File: src/rtl/exe_pkg.sv
// -----------------------------------------------------------------------------
// exe_pkg
//   Definitions shared by the EXE-stage blocks: the MUL command encoding,
//   the multiply sequencer state type and a helper that derives the number of
//   shift-add iterations from the operand width and bits retired per cycle.
// -----------------------------------------------------------------------------
package exe_pkg;

   // exe_cmd encoding that decode assigns to MUL.
   localparam logic [3:0] EXE_CMD_MUL = 4'b1010;

   typedef enum logic [1:0] {
      IDLE = 2'd0,
      RUN  = 2'd1,
      DONE = 2'd2
   } mul_state_t;

   // Number of RUN cycles needed to retire every multiplier bit.
   function automatic int mul_iter(input int width, input int bpc);
      return width / bpc;
   endfunction

endpackage

File: src/rtl/mul_step.sv
// -----------------------------------------------------------------------------
// mul_step
//   One shift-add step of the iterative multiplier (purely combinational).
//   Ports:
//     acc          in   WIDTH  running partial product
//     mcand        in   WIDTH  multiplicand, already shifted to this step's weight
//     mplier_slice in   BPC    multiplier bits retired in this step
//     acc_next     out  WIDTH  acc + mcand * mplier_slice, modulo 2^WIDTH
// -----------------------------------------------------------------------------
module mul_step #(
   parameter int WIDTH = 32,
   parameter int BPC   = 1
) (
   input  logic [WIDTH-1:0] acc,
   input  logic [WIDTH-1:0] mcand,
   input  logic [BPC-1:0]   mplier_slice,
   output logic [WIDTH-1:0] acc_next
);

   logic [WIDTH-1:0] partial;

   // Only the low WIDTH bits of the product are kept, so the partial product
   // and the sum are both truncated to WIDTH.
   always_comb begin
      partial  = mcand * WIDTH'(mplier_slice);
      acc_next = acc + partial;
   end

endmodule

File: src/rtl/exe_mul_sequencer.sv
// -----------------------------------------------------------------------------
// exe_mul_sequencer
//   Multi-cycle MUL controller for the EXE stage. Computes the low WIDTH bits
//   of op_a * op_b by iterative shift-add, freezes IF/ID/EXE while working and
//   presents the product and N/Z flags for exactly one release cycle (DONE).
//   Ports:
//     clk           in   1      rising-edge clock
//     rst           in   1      asynchronous reset, active-low
//     in_valid      in   1      valid instruction in EXE
//     is_mul        in   1      decoded exe_cmd is MUL
//     s_bit         in   1      instruction updates the status register
//     flush         in   1      branch taken / pipeline flush
//     op_a          in   WIDTH  multiplicand
//     op_b          in   WIDTH  multiplier
//     sr            in   4      current {N,Z,C,V}
//     stall         out  1      freeze IF/ID/EXE registers
//     busy          out  1      sequencer not idle
//     result        out  WIDTH  product, low WIDTH bits (held until next start)
//     result_valid  out  1      result usable this cycle
//     status        out  4      {N,Z,C,V} to write back (zero outside DONE)
//     status_we     out  1      status write enable
// -----------------------------------------------------------------------------
module exe_mul_sequencer
   import exe_pkg::*;
#(
   parameter int WIDTH      = 32,
   parameter int BPC        = 1,
   parameter int EARLY_EXIT = 1
) (
   input  logic             clk,
   input  logic             rst,
   input  logic             in_valid,
   input  logic             is_mul,
   input  logic             s_bit,
   input  logic             flush,
   input  logic [WIDTH-1:0] op_a,
   input  logic [WIDTH-1:0] op_b,
   input  logic [3:0]       sr,
   output logic             stall,
   output logic             busy,
   output logic [WIDTH-1:0] result,
   output logic             result_valid,
   output logic [3:0]       status,
   output logic             status_we
);

   localparam int               ITER     = mul_iter(WIDTH, BPC);
   localparam int               CNT_W    = (ITER > 1) ? $clog2(ITER) : 1;
   localparam logic [CNT_W-1:0] CNT_LAST = CNT_W'(ITER - 1);

   mul_state_t       state_q,  state_d;
   logic [WIDTH-1:0] acc_q,    acc_d;
   logic [WIDTH-1:0] mcand_q,  mcand_d;
   logic [WIDTH-1:0] mplier_q, mplier_d;
   logic [CNT_W-1:0] cnt_q,    cnt_d;

   logic             start;
   logic [WIDTH-1:0] acc_step;
   logic [WIDTH-1:0] mplier_shift;

   // N and Z are recomputed from the product; only C and V pass through.
   logic unused_sr_nz;
   assign unused_sr_nz = ^sr[3:2];

   mul_step #(
      .WIDTH (WIDTH),
      .BPC   (BPC)
   ) u_mul_step (
      .acc          (acc_q),
      .mcand        (mcand_q),
      .mplier_slice (mplier_q[BPC-1:0]),
      .acc_next     (acc_step)
   );

   // NOTE: every register is reset, including the datapath, so that result
   // and status read as zero while rst is low.
   always_ff @(posedge clk or negedge rst) begin
      if (!rst) begin
         state_q  <= IDLE;
         acc_q    <= '0;
         mcand_q  <= '0;
         mplier_q <= '0;
         cnt_q    <= '0;
      end else begin
         // NOTE: non-blocking assignments so every register samples the
         // pre-edge values regardless of statement order.
         state_q  <= state_d;
         acc_q    <= acc_d;
         mcand_q  <= mcand_d;
         mplier_q <= mplier_d;
         cnt_q    <= cnt_d;
      end
   end

   always_comb begin
      // NOTE: defaults first, so no path through the case leaves a variable
      // unassigned and infers a latch.
      state_d      = state_q;
      acc_d        = acc_q;
      mcand_d      = mcand_q;
      mplier_d     = mplier_q;
      cnt_d        = cnt_q;
      result_valid = 1'b0;
      status_we    = 1'b0;

      // rst gates start so stall is low during reset even with a MUL in EXE.
      start        = rst & in_valid & is_mul & ~flush & (state_q == IDLE);
      stall        = start;
      mplier_shift = mplier_q >> BPC;

      case (state_q)
         IDLE: begin
            if (start) begin
               mcand_d  = op_a;
               mplier_d = op_b;
               acc_d    = '0;
               cnt_d    = '0;
               // A zero multiplier has nothing to accumulate.
               state_d  = (EARLY_EXIT != 0 && op_b == '0) ? DONE : RUN;
            end
         end
         RUN: begin
            if (flush) begin
               // Squashed instruction: abandon the product, release at once.
               state_d = IDLE;
            end else begin
               stall    = 1'b1;
               acc_d    = acc_step;
               mcand_d  = mcand_q << BPC;
               mplier_d = mplier_shift;
               cnt_d    = cnt_q + 1'b1;
               if (cnt_q == CNT_LAST || (EARLY_EXIT != 0 && mplier_shift == '0)) begin
                  state_d = DONE;
               end
            end
         end
         DONE: begin
            // The instruction still sitting in EXE is the one just finished;
            // in_valid is ignored here and the pipeline advances this cycle.
            result_valid = ~flush;
            status_we    = s_bit & ~flush;
            state_d      = IDLE;
         end
         default: state_d = IDLE;
      endcase
   end

   assign busy   = (state_q != IDLE);
   assign result = acc_q;
   assign status = (state_q == DONE) ? {acc_q[WIDTH-1], (acc_q == '0), sr[1], sr[0]} : 4'b0000;

endmodule

File: config.mk
export PLATFORM = sky130hd
export DESIGN_NAME = exe_mul_sequencer
export DESIGN_NICKNAME = d
export VERILOG_FILES = /design/src/rtl/exe_pkg.sv /design/src/rtl/mul_step.sv /design/src/rtl/exe_mul_sequencer.sv
export SDC_FILE = /design/constraint.sdc
export NUM_CORES = 1
export LEC_CHECK = 0
export ABC_AREA = 1
export CORE_UTILIZATION = 40
export CTS_CLUSTER_SIZE = 28
export DETAILED_ROUTE_END_ITERATION = 10
export DONT_BUFFER_PORTS = 1
export MAX_ROUTING_LAYER = met4
export RECOVER_POWER = 50
export SLEW_MARGIN = 20
export SYNTH_ARGS = -nofsm -noshare
export SYNTH_HDL_FRONTEND = slang
export SYNTH_SLANG_ARGS = --single-unit
File: constraint.sdc
create_clock -name clk -period 2.85 [get_ports clk]
set_input_delay 0.855 -clock clk [delete_from_list [all_inputs] [get_ports clk]]
set_output_delay 0.855 -clock clk [all_outputs]
set_load 0.01 [all_outputs]
==> metrics.md <==
| Metric | Value |
|---|---|
| Seq pwr share | 42.8% |
| Syn nets | 1,211 |
| Crit end category | primary output |
| Die area | 0.0185 sq mm |
| Drt pass-1 iters | 5 |
| Distinct cells, synth | 38 |
| Via density | 5.06 |
| TritonCTS clock tree | built |
| Pint | 3.27 mW |
| Status | completed |
| Standard-cell rows | 48 |
| Final #Nets | 1,199 |
| Max Buffers Root-to-Sink | 2 |
| Tightest Pin Transition | 679 ps |
| Most common library cell in the layout ignoring fill and taps | nand2_1 |
| Crit path launch | result[18]$_DFFE_PN0P_ |
| Net switching power | 2.26 mW |
| Period utilization | 93.3% |
| Max Cap Viol | 0 |
| Clock power share | 24.3% |
| Final hold vios | 0 |
| Critical path launch point type | flop |
| DR WL/cell | 15.0 microns |
| DRC errors left | 0 |
| Initial core utilization | 41.3% |
| Vias in the first global route | 6,493 |
| Final Core Density | 44.2% |
| IO buf count | 0 |
| Total CTS buffers | 9 |
| Most frequent cells in the layout | nand2_1 (412), inv_1 (186), dfrtp_1 (103), nor2_1 (97), a22oi_1 (47) |
| FF-to-FF path depth | 15 |
| Worst skew pair latency | 360 ps |
| Place WS | 476 ps |
| Clock Skew | 13.6 ps |
| Io pins | 114 |
| Flops & latches, synth | 103 |
| Setup Viol. Count Final | 0 |
| Mean post-synth cell area | 6.52 sq um |
| Clk sinks | 103 |
| CTS clock-pin slew for the worst setup and hold paths | 80 ps |
| Area grow syn2layout | 7.17% |
| Power per cell area | 717 mW/mm^2 |
| Slew margin rel. | 54.7% |
| Flop2flop setup slack | 470 ps |
| Arr. time, crit path | 1800 ps |
| Final Critical Period | 2660 ps |
| Switching share of power | 40.8% |
| Setup ws final | 191 ps |
| Reg-to-Reg End | result[28]$_DFFE_PN0P_ |
| Die Wd | 136 microns |
| Yosys warns | 0 |
| # fillers | 1,880 |
| Critical path type | reg2out |
| Max H-tree Level | 3 |
| Initial DRC Count | 404 |
| Setup TNS | 0 ps |
| CP required | 2000 ps |
| GPL Wtd Cong | 0.973 |
| Critical-path maximum fanout | 4 |
| Slew Viols, Final | 0 |
| CTS root buffer | clkbuf_16 |
| Total Routing Usage GR | 23.5% |
| Final global-route overflow total | 0 |
| Ant. Diodes | 0 |
| VDD IR max | 0.000337 V |
| CORE AREA | 0.0174 sq mm |
| Reg2reg start | mplier_q[0]$_DFFE_PN0P_ |
| Cell count after synthesis | 1,103 |
| HPWL Detailed | 14.8 mm |
| Initial antenna violation count | 0 |
| Routed via count | 6,687 |
| Antenna Nets Post-Route | 0 |
| Worst setup path end | status[2] |
| Fraction of layout cells with a size suffix above 1 | 3.19% |
| Pin count of the biggest net entering global routing | 105 |
| Die height | 136 microns |
| Total Power | 5.53 mW |
| Leak Pwr | 4.38 nW |
| Fmax | 0.376 GHz |
| Worst hold-check path type | in2async |
| Post-synthesis sequential area ratio | 35.9% |
| Mapped Area | 0.00719 sq mm |
| RSZ-0062 raised after global routing | false |
| Logic pwr share | 32.9% |
| Routed WL | 19.8 mm |
| First-pass GRT wire length | 32.5 mm |
-- metrics by stage --
step | std cells | hold slack [ps] | area (sq um)
floorplan | 1103 | 459 | 7190
global placement | 1305 | 475 | 7390
detailed placement | 1305 | 493 | 7390
CTS | 1321 | 167 | 7700
global route | 1321 | 165 | 7700
finish | 1321 | 183 | 7700
-- layer usage --
layer  part of all wire (%)  track usage (%)
met5                      0                -
met4                    2.4             8.21
met2                     45             36.2
met1                     47             30.4
met3                    5.5             4.81
-- final cells by class --
| cell class | count | area, sq um | area share, % |
|---|---|---|---|
| Multi-Input combinational cell | 777 | 3750 | 48.7 |
| Clock buffer | 10 | 239 | 3.10 |
| Sequential cell | 103 | 2580 | 33.5 |
| Tap cell | 225 | 282 | 3.65 |
| Timing Repair Buffer | 9 | 67.6 | 0.877 |
| Clock inverter | 6 | 73.8 | 0.958 |
| Inverter | 191 | 717 | 9.30 |
-- power groups by stage --
| stage | clock, mW | combinational [mW] | sequential [mW] |
|---|---|---|---|
| after floorplan | 0 | 1.42 | 2.24 |
| after global placement | 0 | 1.77 | 2.39 |
| after detailed placement | 0 | 1.80 | 2.39 |
| after CTS | 1.38 | 1.81 | 2.37 |
| after global routing | 1.44 | 2.10 | 2.43 |
| final | 1.34 | 1.82 | 2.36 |
-- state kept, by name, summed over array words and instances, names as in the netlist --
signal,count
state_q,2
mplier_q,32
cnt_q,5
result,32
mcand_q,32
-- synth_stat cells, drive strengths merged --
cell type / n / area [sq um]
nor3: 12 / 60.1
xor2: 1 / 8.76
nor2: 100 / 398
o31ai: 1 / 7.51
xnor2: 1 / 8.76
fa: 1 / 20.0
and3: 1 / 6.26
a21o: 1 / 7.51
nand3: 46 / 230
nor4: 4 / 25.0
clkbuf: 17 / 63.8
nand4: 14 / 93.8
or4: 1 / 7.51
a22oi: 47 / 353
o211ai: 1 / 7.51
o21bai: 3 / 22.5
inv: 190 / 713
o22ai: 3 / 18.8
a31oi: 15 / 93.8
a22o: 2 / 17.5
o21ai: 44 / 220
ha: 33 / 413
nand3b: 1 / 7.51
nand2: 413 / 1550
and2: 1 / 6.26
clkinv: 1 / 3.75
a21boi: 1 / 7.51
buf: 15 / 87.6
a21oi: 30 / 150
dfrtp: 103 / 2580
-- cell families after synthesis --
family / after synthesis / share of synthesized area, %
and+or+nand+nor: 593 / 33.2
adders and majority gates: 34 / 6.02
AOI/OAI and AO/OA: 148 / 12.6
DFF: 103 / 35.9
xor gates and xnor gates: 2 / 0.244
buffers and inverters: 223 / 12.1
-- worst min path at each step --
stage	slack [ps]	cells past startpoint	end	from
after floorplan	460	2	cnt_q[4]$_DFFE_PN0P_	cnt_q[4]$_DFFE_PN0P_
after global placement	480	2	cnt_q[4]$_DFFE_PN0P_	cnt_q[4]$_DFFE_PN0P_
after detailed placement	490	2	mplier_q[7]$_DFFE_PN0P_	mplier_q[8]$_DFFE_PN0P_
after CTS	170	0	result[17]$_DFFE_PN0P_	rst
after global routing	170	0	result[7]$_DFFE_PN0P_	rst
final	180	0	result[7]$_DFFE_PN0P_	rst
-- critical path, stage by stage, from the launching register on --
cell and delay [ps]:
dfrtp_1 480, nor2_1 180, nand4_1 100, nor3_1 190
nand4_1 230, nor3_2 260
-- what timing repair did --
item | in CTS | in global routing
setup endpoints to repair | 0 | 1
buffers inserted | 0 | 0
endpoints found under the hold margin | 0 | 0
resized for setup | 0 | 1
hold buffers | 0 | 0
Note: power is estimated with default switching activity, not from simulation.
